`src/rtl/fir_pkg.sv`:
```
// Shared constants for the FIR output FIFO: default sizes and the
// control state encoding used by fir_y_fifo.
package fir_pkg;

   localparam int FIR_DATA_W = 32;
   localparam int FIR_DEPTH  = 8;

   localparam logic [1:0] IDLE  = 2'd0;
   localparam logic [1:0] RUN   = 2'd1;
   localparam logic [1:0] DRAIN = 2'd2;
   localparam logic [1:0] DONE  = 2'd3;

   typedef enum logic [1:0] {
      ST_IDLE  = IDLE,
      ST_RUN   = RUN,
      ST_DRAIN = DRAIN,
      ST_DONE  = DONE
   } fir_state_t;

endpackage

```
`src/rtl/fir_y_fifo_mem.sv`:
```
// Storage array for the FIR output FIFO: one synchronous write port,
// one asynchronous read port so the head word falls through.
module fir_y_fifo_mem
   import fir_pkg::*;
#(
   parameter int pDATA_WIDTH = FIR_DATA_W,
   parameter int DEPTH       = FIR_DEPTH,
   parameter int PTR_W       = $clog2(DEPTH)
) (
   input  logic                   clk,
   input  logic                   we,
   input  logic [PTR_W-1:0]       waddr,
   input  logic [pDATA_WIDTH-1:0] wdata,
   input  logic [PTR_W-1:0]       raddr,
   output logic [pDATA_WIDTH-1:0] rdata
);

   logic [pDATA_WIDTH-1:0] mem [DEPTH];

   // Contents are deliberately not reset; pointers alone define validity.
   always_ff @(posedge clk) begin
      if (we) mem[waddr] <= wdata;
   end

   assign rdata = mem[raddr];

endmodule

```
`src/rtl/fir_y_fifo.sv`:
```
// Frame-aware FWFT FIFO between the FIR sm_* output and a downstream AXI-stream sink.
// Optional synchronous flush is compiled in with `define FIR_Y_FIFO_FLUSH_EN.
module fir_y_fifo
   import fir_pkg::*;
#(
   parameter int pDATA_WIDTH = FIR_DATA_W,
   parameter int DEPTH       = FIR_DEPTH,
   parameter int PTR_W       = $clog2(DEPTH)
) (
   input  logic                   axis_clk,
   input  logic                   axis_rst_n,
   input  logic                   start,
   input  logic [31:0]            len,
   input  logic                   s_tvalid,
   input  logic [pDATA_WIDTH-1:0] s_tdata,
   input  logic                   s_tlast,
   output logic                   s_tready,
   output logic                   m_tvalid,
   output logic [pDATA_WIDTH-1:0] m_tdata,
   output logic                   m_tlast,
   input  logic                   m_tready,
   output logic [PTR_W:0]         count,
   output logic                   busy,
   output logic                   done,
   output logic                   err_tlast,
   input  logic                   flush
);

   localparam logic [PTR_W:0] FULL = (PTR_W+1)'(DEPTH);

   fir_state_t             state, state_nxt;
   logic [PTR_W-1:0]       wr_ptr, rd_ptr;
   logic [PTR_W:0]         cnt_q, cnt_nxt;
   logic [31:0]            in_cnt, out_cnt, len_q, len_m1;
   logic                   err_q;
   logic                   wr_beat, rd_beat, start_go, flush_act;
   logic [pDATA_WIDTH-1:0] rd_data;

`ifdef FIR_Y_FIFO_FLUSH_EN
   assign flush_act = flush;
`else
   logic unused_flush;
   assign flush_act    = 1'b0;
   assign unused_flush = flush;
`endif

   assign len_m1   = len_q - 32'd1;
   assign s_tready = (state == ST_RUN) && (cnt_q != FULL);
   assign m_tvalid = (cnt_q != '0);
   assign wr_beat  = s_tvalid & s_tready;
   assign rd_beat  = m_tvalid & m_tready;
   assign start_go = (state == ST_IDLE) & start & ~flush_act;

   // Frame position comes from out_cnt, never from the stored s_tlast.
   assign m_tdata   = m_tvalid ? rd_data : '0;
   assign m_tlast   = m_tvalid & (out_cnt == len_m1);
   assign count     = cnt_q;
   assign busy      = (state != ST_IDLE);
   assign done      = (state == ST_DONE);
   assign err_tlast = err_q;

   fir_y_fifo_mem #(
      .pDATA_WIDTH (pDATA_WIDTH),
      .DEPTH       (DEPTH),
      .PTR_W       (PTR_W)
   ) u_mem (
      .clk   (axis_clk),
      .we    (wr_beat & ~flush_act),
      .waddr (wr_ptr),
      .wdata (s_tdata),
      .raddr (rd_ptr),
      .rdata (rd_data)
   );

   always_comb begin
      cnt_nxt = cnt_q;
      case ({wr_beat, rd_beat})
         2'b10:   cnt_nxt = cnt_q + 1'b1;
         2'b01:   cnt_nxt = cnt_q - 1'b1;
         default: cnt_nxt = cnt_q;
      endcase
   end

   // DRAIN looks at the post-read occupancy so done follows the final read by one cycle.
   always_comb begin
      state_nxt = state;
      unique case (state)
         ST_IDLE:  if (start) state_nxt = (len != 32'd0) ? ST_RUN : ST_DONE;
         ST_RUN:   if (wr_beat && (in_cnt == len_m1)) state_nxt = ST_DRAIN;
         ST_DRAIN: if (cnt_nxt == '0) state_nxt = ST_DONE;
         ST_DONE:  state_nxt = ST_IDLE;
         default:  state_nxt = ST_IDLE;
      endcase
      if (flush_act) state_nxt = ST_IDLE;
   end

   always_ff @(posedge axis_clk or negedge axis_rst_n) begin
      if (!axis_rst_n) state <= ST_IDLE;
      else             state <= state_nxt;
   end

   always_ff @(posedge axis_clk or negedge axis_rst_n) begin
      if (!axis_rst_n) begin
         wr_ptr  <= '0;
         rd_ptr  <= '0;
         cnt_q   <= '0;
         in_cnt  <= '0;
         out_cnt <= '0;
         len_q   <= '0;
         err_q   <= 1'b0;
      end else if (flush_act) begin
         wr_ptr  <= '0;
         rd_ptr  <= '0;
         cnt_q   <= '0;
         in_cnt  <= '0;
         out_cnt <= '0;
      end else begin
         cnt_q <= cnt_nxt;
         if (wr_beat) wr_ptr <= wr_ptr + 1'b1;
         if (rd_beat) rd_ptr <= rd_ptr + 1'b1;
         if (start_go) begin
            in_cnt  <= '0;
            out_cnt <= '0;
            len_q   <= len;
            err_q   <= 1'b0;
         end else begin
            if (wr_beat) in_cnt  <= in_cnt + 32'd1;
            if (rd_beat) out_cnt <= out_cnt + 32'd1;
            if (wr_beat && (s_tlast != (in_cnt == len_m1))) err_q <= 1'b1;
         end
      end
   end

endmodule
```
`config.mk`:
```
export PLATFORM = sky130hd
export DESIGN_NAME = fir_y_fifo
export DESIGN_NICKNAME = d
export VERILOG_FILES = /design/src/rtl/fir_pkg.sv /design/src/rtl/fir_y_fifo_mem.sv /design/src/rtl/fir_y_fifo.sv
export SDC_FILE = /design/constraint.sdc
export NUM_CORES = 1
export LEC_CHECK = 0
export CORE_MARGIN = 5
export CORE_UTILIZATION = 69
export CTS_BUF_LIST = sky130_fd_sc_hd__clkbuf_8 sky130_fd_sc_hd__clkbuf_16
export CTS_CLUSTER_SIZE = 12
export DETAILED_ROUTE_END_ITERATION = 16
export DONT_BUFFER_PORTS = 1
export PLACE_DENSITY = 0.85
export SLEW_MARGIN = 20
export SYNTH_ARGS = -nofsm -noshare
export SYNTH_HDL_FRONTEND = slang
export SYNTH_SLANG_ARGS = --single-unit
```
`constraint.sdc`:
```
create_clock -name axis_clk -period 9.6 [get_ports axis_clk]
set_input_delay 0.48 -clock axis_clk [delete_from_list [all_inputs] [get_ports axis_clk]]
set_output_delay 0.48 -clock axis_clk [all_outputs]
set_load 0.01 [all_outputs]
```
Yosys cells after proc, flatten, opt, wreduce, memory -nomap -nowiden

Memory sizes are Yosys's and may differ from the RTL's.
Cells that the tools add are included.

Register bits after elaboration: 109
Bits in writable memories: 256
Bits of input ports: 71
Output and inout bits: 42
Word-level logic and storage cells: 59
Memories: 1

$add $sub $neg: 7
Eq/ne operators: 12
Mux-type cells: 15
Bitwise logic cells: 4
Reduce and logical (&&, ||, !) cells: 12

Memory list:

| name      | words | width | read ports | clocked after Yosys merged registers in | wr ports | RTL line             | source |
|---|---|---|---|---|---|---|---|
| u_mem.mem | 8     | 32    | 1          | 0                                       | 1        | fir_y_fifo_mem.sv:18 | `logic [pDATA_WIDTH-1:0] mem [DEPTH];` |

Operator list:

| operator                | count |
|---|---|
| $mux W32                | 5 |
| $add A32 B1 Y32 const B | 2 |
| $eq A32 B32 Y1          | 2 |
| $reduce_bool A32 Y1     | 1 |
| $sub A32 B1 Y32 const B | 1 |
| $mux W2                 | 4 |
| $pmux W2 S4             | 1 |
| $pmux W4 S2             | 1 |
| $reduce_bool A2 Y1      | 4 |
| $add A3 B1 Y3 const B   | 2 |
| $eq A2 B2 Y1 const B    | 3 |
| $add A4 B1 Y4 const B   | 1 |
| $and A1 B1 Y1           | 4 |
| $eq A2 B1 Y1 const B    | 2 |
| $logic_not A4 Y1        | 1 |
| $mux W1                 | 4 |
| $ne A2 B2 Y1 const B    | 2 |
| $ne A4 B4 Y1 const B    | 1 |
| $reduce_bool A4 Y1      | 1 |
| $sub A4 B1 Y4 const B   | 1 |
| $logic_and A1 B1 Y1     | 3 |
| $reduce_and A3 Y1       | 1 |
| $logic_not A2 Y1        | 1 |
| $ne A2 B1 Y1 const B    | 1 |
| $ne A1 B1 Y1            | 1 |

Depth between registers and ports, before layout

Depth after elaboration: 8
Gate-level depth with buffers: 17
Gate-level depth less buffers: 15

By module

Synthesis repeated with hierarchy kept, for this count alone.

Cells, all modules: 1307
Area, all modules: 17499.3 um^2

By module, submodules not included:

| module         | instances | cells each | area an instance (um^2) | sequential area each (um^2) |
|---|---|---|---|---|
| fir_y_fifo_mem | 1         | 383        | 9825.7                  | 7687.4 |
| fir_y_fifo     | 1         | 924        | 7673.6                  | 2727.6 |

Least setup slack after synthesis

Ideal clock, no wire load.

Path type: register -> register
Start: register state[1]
End: memory u_mem.mem[1][0] (netlist bit), enable pin
Library setup time: 513 ps
Arrival: 4769 ps
Required time: 9087 ps
Slack: 4318 ps
Stages on the path, launching flop included: 8
Path buffers: 2
Period minus slack after synthesis: 5282 ps
Path through: dfrtp_1 -> inv_1 -> ha_1 -> and3_1 -> clkbuf_1 -> inv_1 -> clkbuf_1 -> nor4b_1

Cells in the longest elaborated chain, start to end: 5

RTL lines:

| element                       | RTL line             | source |
|---|---|---|
| start: declaration            | fir_y_fifo.sv:31     | `fir_state_t state, state_nxt;` |
| start signal: assignment      | fir_y_fifo.sv:99     | `else state <= state_nxt;` |
| $eq A2 B1 Y1                  | fir_y_fifo.sv:48     | `assign s_tready = (state == ST_RUN) && (cnt_q != FULL);` |
| $logic_and A1 B1 Y1           | fir_y_fifo.sv:48     |  |
| $and A1 B1 Y1                 | fir_y_fifo.sv:50     | `assign wr_beat = s_tvalid & s_tready;` |
| $mux W1                       | fir_y_fifo_mem.sv:22 | `if (we) mem[waddr] <= wdata;` |
| $mux W1 (not written as such) | fir_y_fifo_mem.sv:22 |  |
| end: declaration              | fir_y_fifo_mem.sv:18 |  |

Every way passes these cells.

Final worst setup path

Start: register cnt_q[0] (netlist: count[0])
End: register state[1]

Elaborated cells on any way between the ends: 15
Those cells by class: add/sub (2); eq/ne (5); mux (1); bitwise (2); reduce/logical (5)

RTL lines:

| element                                      | RTL line          | source |
|---|---|---|
| start: declaration                           | fir_y_fifo.sv:33  | `logic [PTR_W:0] cnt_q, cnt_nxt;` |
| start signal: assignment                     | fir_y_fifo.sv:118 | `cnt_q <= cnt_nxt;` |
| $reduce_bool A4 Y1 *                         | fir_y_fifo.sv:49  | `assign m_tvalid = (cnt_q != '0);` |
| via m_tvalid                                 | fir_y_fifo.sv:18  | `output logic m_tvalid,` |
| $and A1 B1 Y1 *                              | fir_y_fifo.sv:51  | `assign rd_beat = m_tvalid & m_tready;` |
| via rd_beat                                  | fir_y_fifo.sv:36  | `logic wr_beat, rd_beat, start_go, flush_act;` |
| $eq A2 B1 Y1 or $eq A2 B2 Y1 (tied branches) | fir_y_fifo.sv:77  | `case ({wr_beat, rd_beat})` |
| $pmux W4 S2 *                                | fir_y_fifo.sv:77  |  |
| via cnt_nxt[3]                               | fir_y_fifo.sv:33  |  |
| $logic_not A4 Y1 *                           | fir_y_fifo.sv:90  | `ST_DRAIN: if (cnt_nxt == '0) state_nxt = ST_DONE;` |
| $ne A2 B2 Y1 (no line) *                     | -                 |  |
| $reduce_and A3 Y1 (no line) *                | -                 |  |

The timed path passes the listed nets; every way through them passes the cells marked *.
A chain may end at the register's enable or synchronous reset.

==> results.md <==
* Status: finished clean
* CP arrival at 5230 ps
* Final setup TNS at 0 ps
* Tcrit/Tclk final at 0.502
* Max Clock Freq at 208 MHz
* Port bufs at 0
* Switching Share at 0.351
* Antenna violations before repair at 0
* Hold Path End: u_mem.mem[0][10]$_DFFE_PP_
* Boundary pin count at 113
* Synth Register Bits at 365
* Post-synth EDFFs at 256
* Reg2reg setup slack at 4780 ps
* Post-synth top flop: edfxtp_1
* Layout area overhead at 8.74%
* Final WL at 39700 um
* Ys Warns at 0
* CTS sink count at 365
* Seq/Total Area, Yosys at 0.623
* Ant diodes at 0
* Dominant cell type by area after synthesis: edfxtp_1
* NumNets Final at 1298
* Slew Limit Fails at 0
* Die height at 166 um
* Worst slack at placement at 4950 ps
* Die W at 166 um
* Fin crit period at 4820 ps
* FFs w/ async S/R, synth at 0.299
* Drt drc at 0
* HP Start: s_tdata[10]
* Hold Vio Cnt, Final at 0
* Pleak at 6.61 nW
* DPL Wire Length at 23100 um
* Mapped Cells at 1225
* Worst reg-to-reg path cell count at 16
* Vias per cell at 6.55
* DRT iter0 DRCs at 1079
* Max cap viols at 0
* Cell mode on critical path: ha_1
* Initial DRT Pass Iterations at 5
* Final setup fails at 0
* Largest buffer count on any clock path at 3
* Total congestion overflow at 0
* WS Path Type: reg -> reg
* Worst Hold Depth at 0
* RSZ-0062 raised after global routing: no
* Mapped Nets at 1310
* Post-route setup slack at 4780 ps
* Clock Skew at 16.5 ps
* Worst path slowest cell: dfrtp_1
* Largest stage delay, worst path at 480 ps
* Crit start category: flop
* Yosys top cell area share at 0.460
* Post-Syn Area at 16700 um^2
* H-Tree Depth at 2
* Worst VDD drop at 0.285 mV
* GRT Resource Usage Total at 0.290
* Clk network pwr share at 0.264
* Worst slew pin tran at 1060 ps
* Initial Util at 0.693
* Worst-Skew Late Latency at 540 ps
* Routed Antenna Nets at 0
* CTS tree: yes
* Top cells by count, synth: 256 x edfxtp_1, 139 x nand2_1, 117 x nor2_1
* Part of the power in registers at 0.423
* Syn Area/Cell at 13.6 um^2
* Psw at 1.79 mW
* Internal Power at 3.30 mW
* Share of layout cells above drive strength 1 at 0.127
* Synth top area cells: edfxtp_1 46%, dfrtp_1 16%, mux4_2 8.6%
* Vias at 10200
* Required @ worst endpoint at 10020 ps
* Routability cong. at 0.899
* Largest net degree at the start of global routing at 110
* Area of the die at 27400 um^2
* Hold Crit Class: in -> reg
* Num rows at 57
* Launching point of the worst reg2reg path: count[0]$_DFF_PN0_
* First-pass GRT wire length at 61600 um
* Vias in the first global route at 10400
* Wire length per cell at 25.4 um
* Logic pwr share at 0.312
* Floorplan core area at 24100 um^2
* Setup crit end kind: flop
* Worst relative slew slack at 0.290
* Most frequent cell after synthesis: edfxtp_1
* Max FO, Critical Path at 34
* Cell Chain, Critical Path: nor4_2, buf_4, inv_1, nand2_1, clkinv_1, ha_1, ha_1, a21o_1, a21oi_1, xnor2_1, nor2_1, xor2_1, o41ai_1, o21ai_0, a21oi_2, mux2_1
* Pwr dens at 280 nW/um^2
* Setup Buffers After CTS at 0
* Post_cts resized at 0
* Cts bufs inserted at 38
* Reg2Reg Capture Point: state[1]$_DFFE_PN0P_
* Netlist cell types at 66
* Root Buffer: clkbuf_16
* Clock slew at reported path FFs at 60 ps
==> layout by cell type, fill, tap and decap left out, types with 15 or more instances in the layout <==
cell	synthesis	routed
xor2_1	62	62
nor4_1	22	20
nand3_1	28	28
dfrtp_1	109	106
edfxtp_1	256	256
or3_1	18	18
mux2i_1	37	37
buf_4	0	15
o21ai_0	21	21
a21oi_1	23	23
nor3_1	24	22
nor2_1	117	116
xnor2_1	83	83
mux4_2	64	64
inv_1	18	34
nand4_1	34	34
nand2_1	139	139
clkbuf_16	0	38
==> cell families after synthesis <==
kind of cell    after synthesis  synth area share
simple gates                434             0.126
mux                         103             0.110
buf+inv                      88            0.0213
compound gates               72            0.0270
xor+xnor                    149            0.0814
flops                       365             0.623
fa+ha+maj                    14            0.0109
==> flip-flops by register name, indices dropped and copies added, names as in the netlist <==
register / flops
state: 2
err_tlast: 1
rd_ptr: 3
wr_ptr: 3
len_q: 32
count: 4
out_cnt: 32
in_cnt: 32
u_mem.mem: 256
==> power groups by stage <==
| stage | sequential [mW] | clock (mW) | combinational [mW] |
|---|---|---|---|
| finish | 2.15 | 1.34 | 1.59 |
| global route | 2.18 | 1.44 | 1.73 |
| CTS | 2.15 | 1.36 | 1.60 |
| detailed placement | 2.17 | 0 | 1.55 |
| global placement | 2.16 | 0 | 1.50 |
| floorplan | 2.00 | 0 | 1.35 |
==> timing repair <==
action	CTS	global route
endpoints found under the setup margin	0	0
hold endpoints to repair	109	0
hold buffers	2	0
==> layer usage <==
| layer | vias up | track usage | wire length (um) |
|---|---|---|---|
| met2 | 496 | 0.483 | 20000 |
| met4 | 0 | 0.109 | 1440 |
| met3 | 86 | 0.0603 | 3070 |
| li1 | 4486 | - | - |
| met1 | 5159 | 0.383 | 15200 |
| met5 | - | 0 | 0 |
==> cell type report <==
class | count | area [um^2]
Sequential cell | 365 | 10400
Multi-Input combinational cell | 772 | 5990
Fill cell | 1419 | 5940
Clock buffer | 40 | 978
Tap cell | 324 | 405
Timing Repair Buffer | 17 | 150
Clock inverter | 24 | 149
Inverter | 19 | 71.3
==> through the flow <==
| step | hold slack [ps] | power, mW | cell area [um^2] | utilization | instances |
|---|---|---|---|---|---|
| 5_1_grt | 14.4 | 5.34 | 18200 | 0.754 | 1561 |
| 2_1_floorplan | 184 | 3.34 | 16700 | - | 1225 |
| 6_report | 34.0 | 5.09 | 18200 | 0.754 | 1561 |
| 3_3_place_gp | 189 | 3.65 | 17000 | 0.705 | 1495 |
| 4_1_cts | 21.9 | 5.10 | 18200 | 0.754 | 1561 |
| 3_5_place_dp | 188 | 3.72 | 17000 | 0.705 | 1495 |
==> how the worst max path moves through the flow <==
stage,cells after the start,slack (ps),to,startpoint
after floorplan,7,4320,u_mem.mem[1][0]$_DFFE_PP_,state[1]$_DFFE_PN0P_
after global placement,16,5000,state[1]$_DFFE_PN0P_,count[1]$_DFF_PN0_
after detailed placement,16,4950,state[1]$_DFFE_PN0P_,count[0]$_DFF_PN0_
after CTS,16,4810,state[1]$_DFFE_PN0P_,count[0]$_DFF_PN0_
after global routing,16,4510,state[1]$_DFFE_PN0P_,count[0]$_DFF_PN0_
final,16,4780,state[1]$_DFFE_PN0P_,count[0]$_DFF_PN0_
==> critical path, delay by kind of cell (launching register included) <==
kind            cells  cell delay, ps
fa+ha+maj           2             640
flops               1             480
compound gates      5            1120
mux                 1             330
xor+xnor            2             330
buf+inv             3            1040
simple gates        3             740
Note: power is estimated with default switching activity, not from simulation.
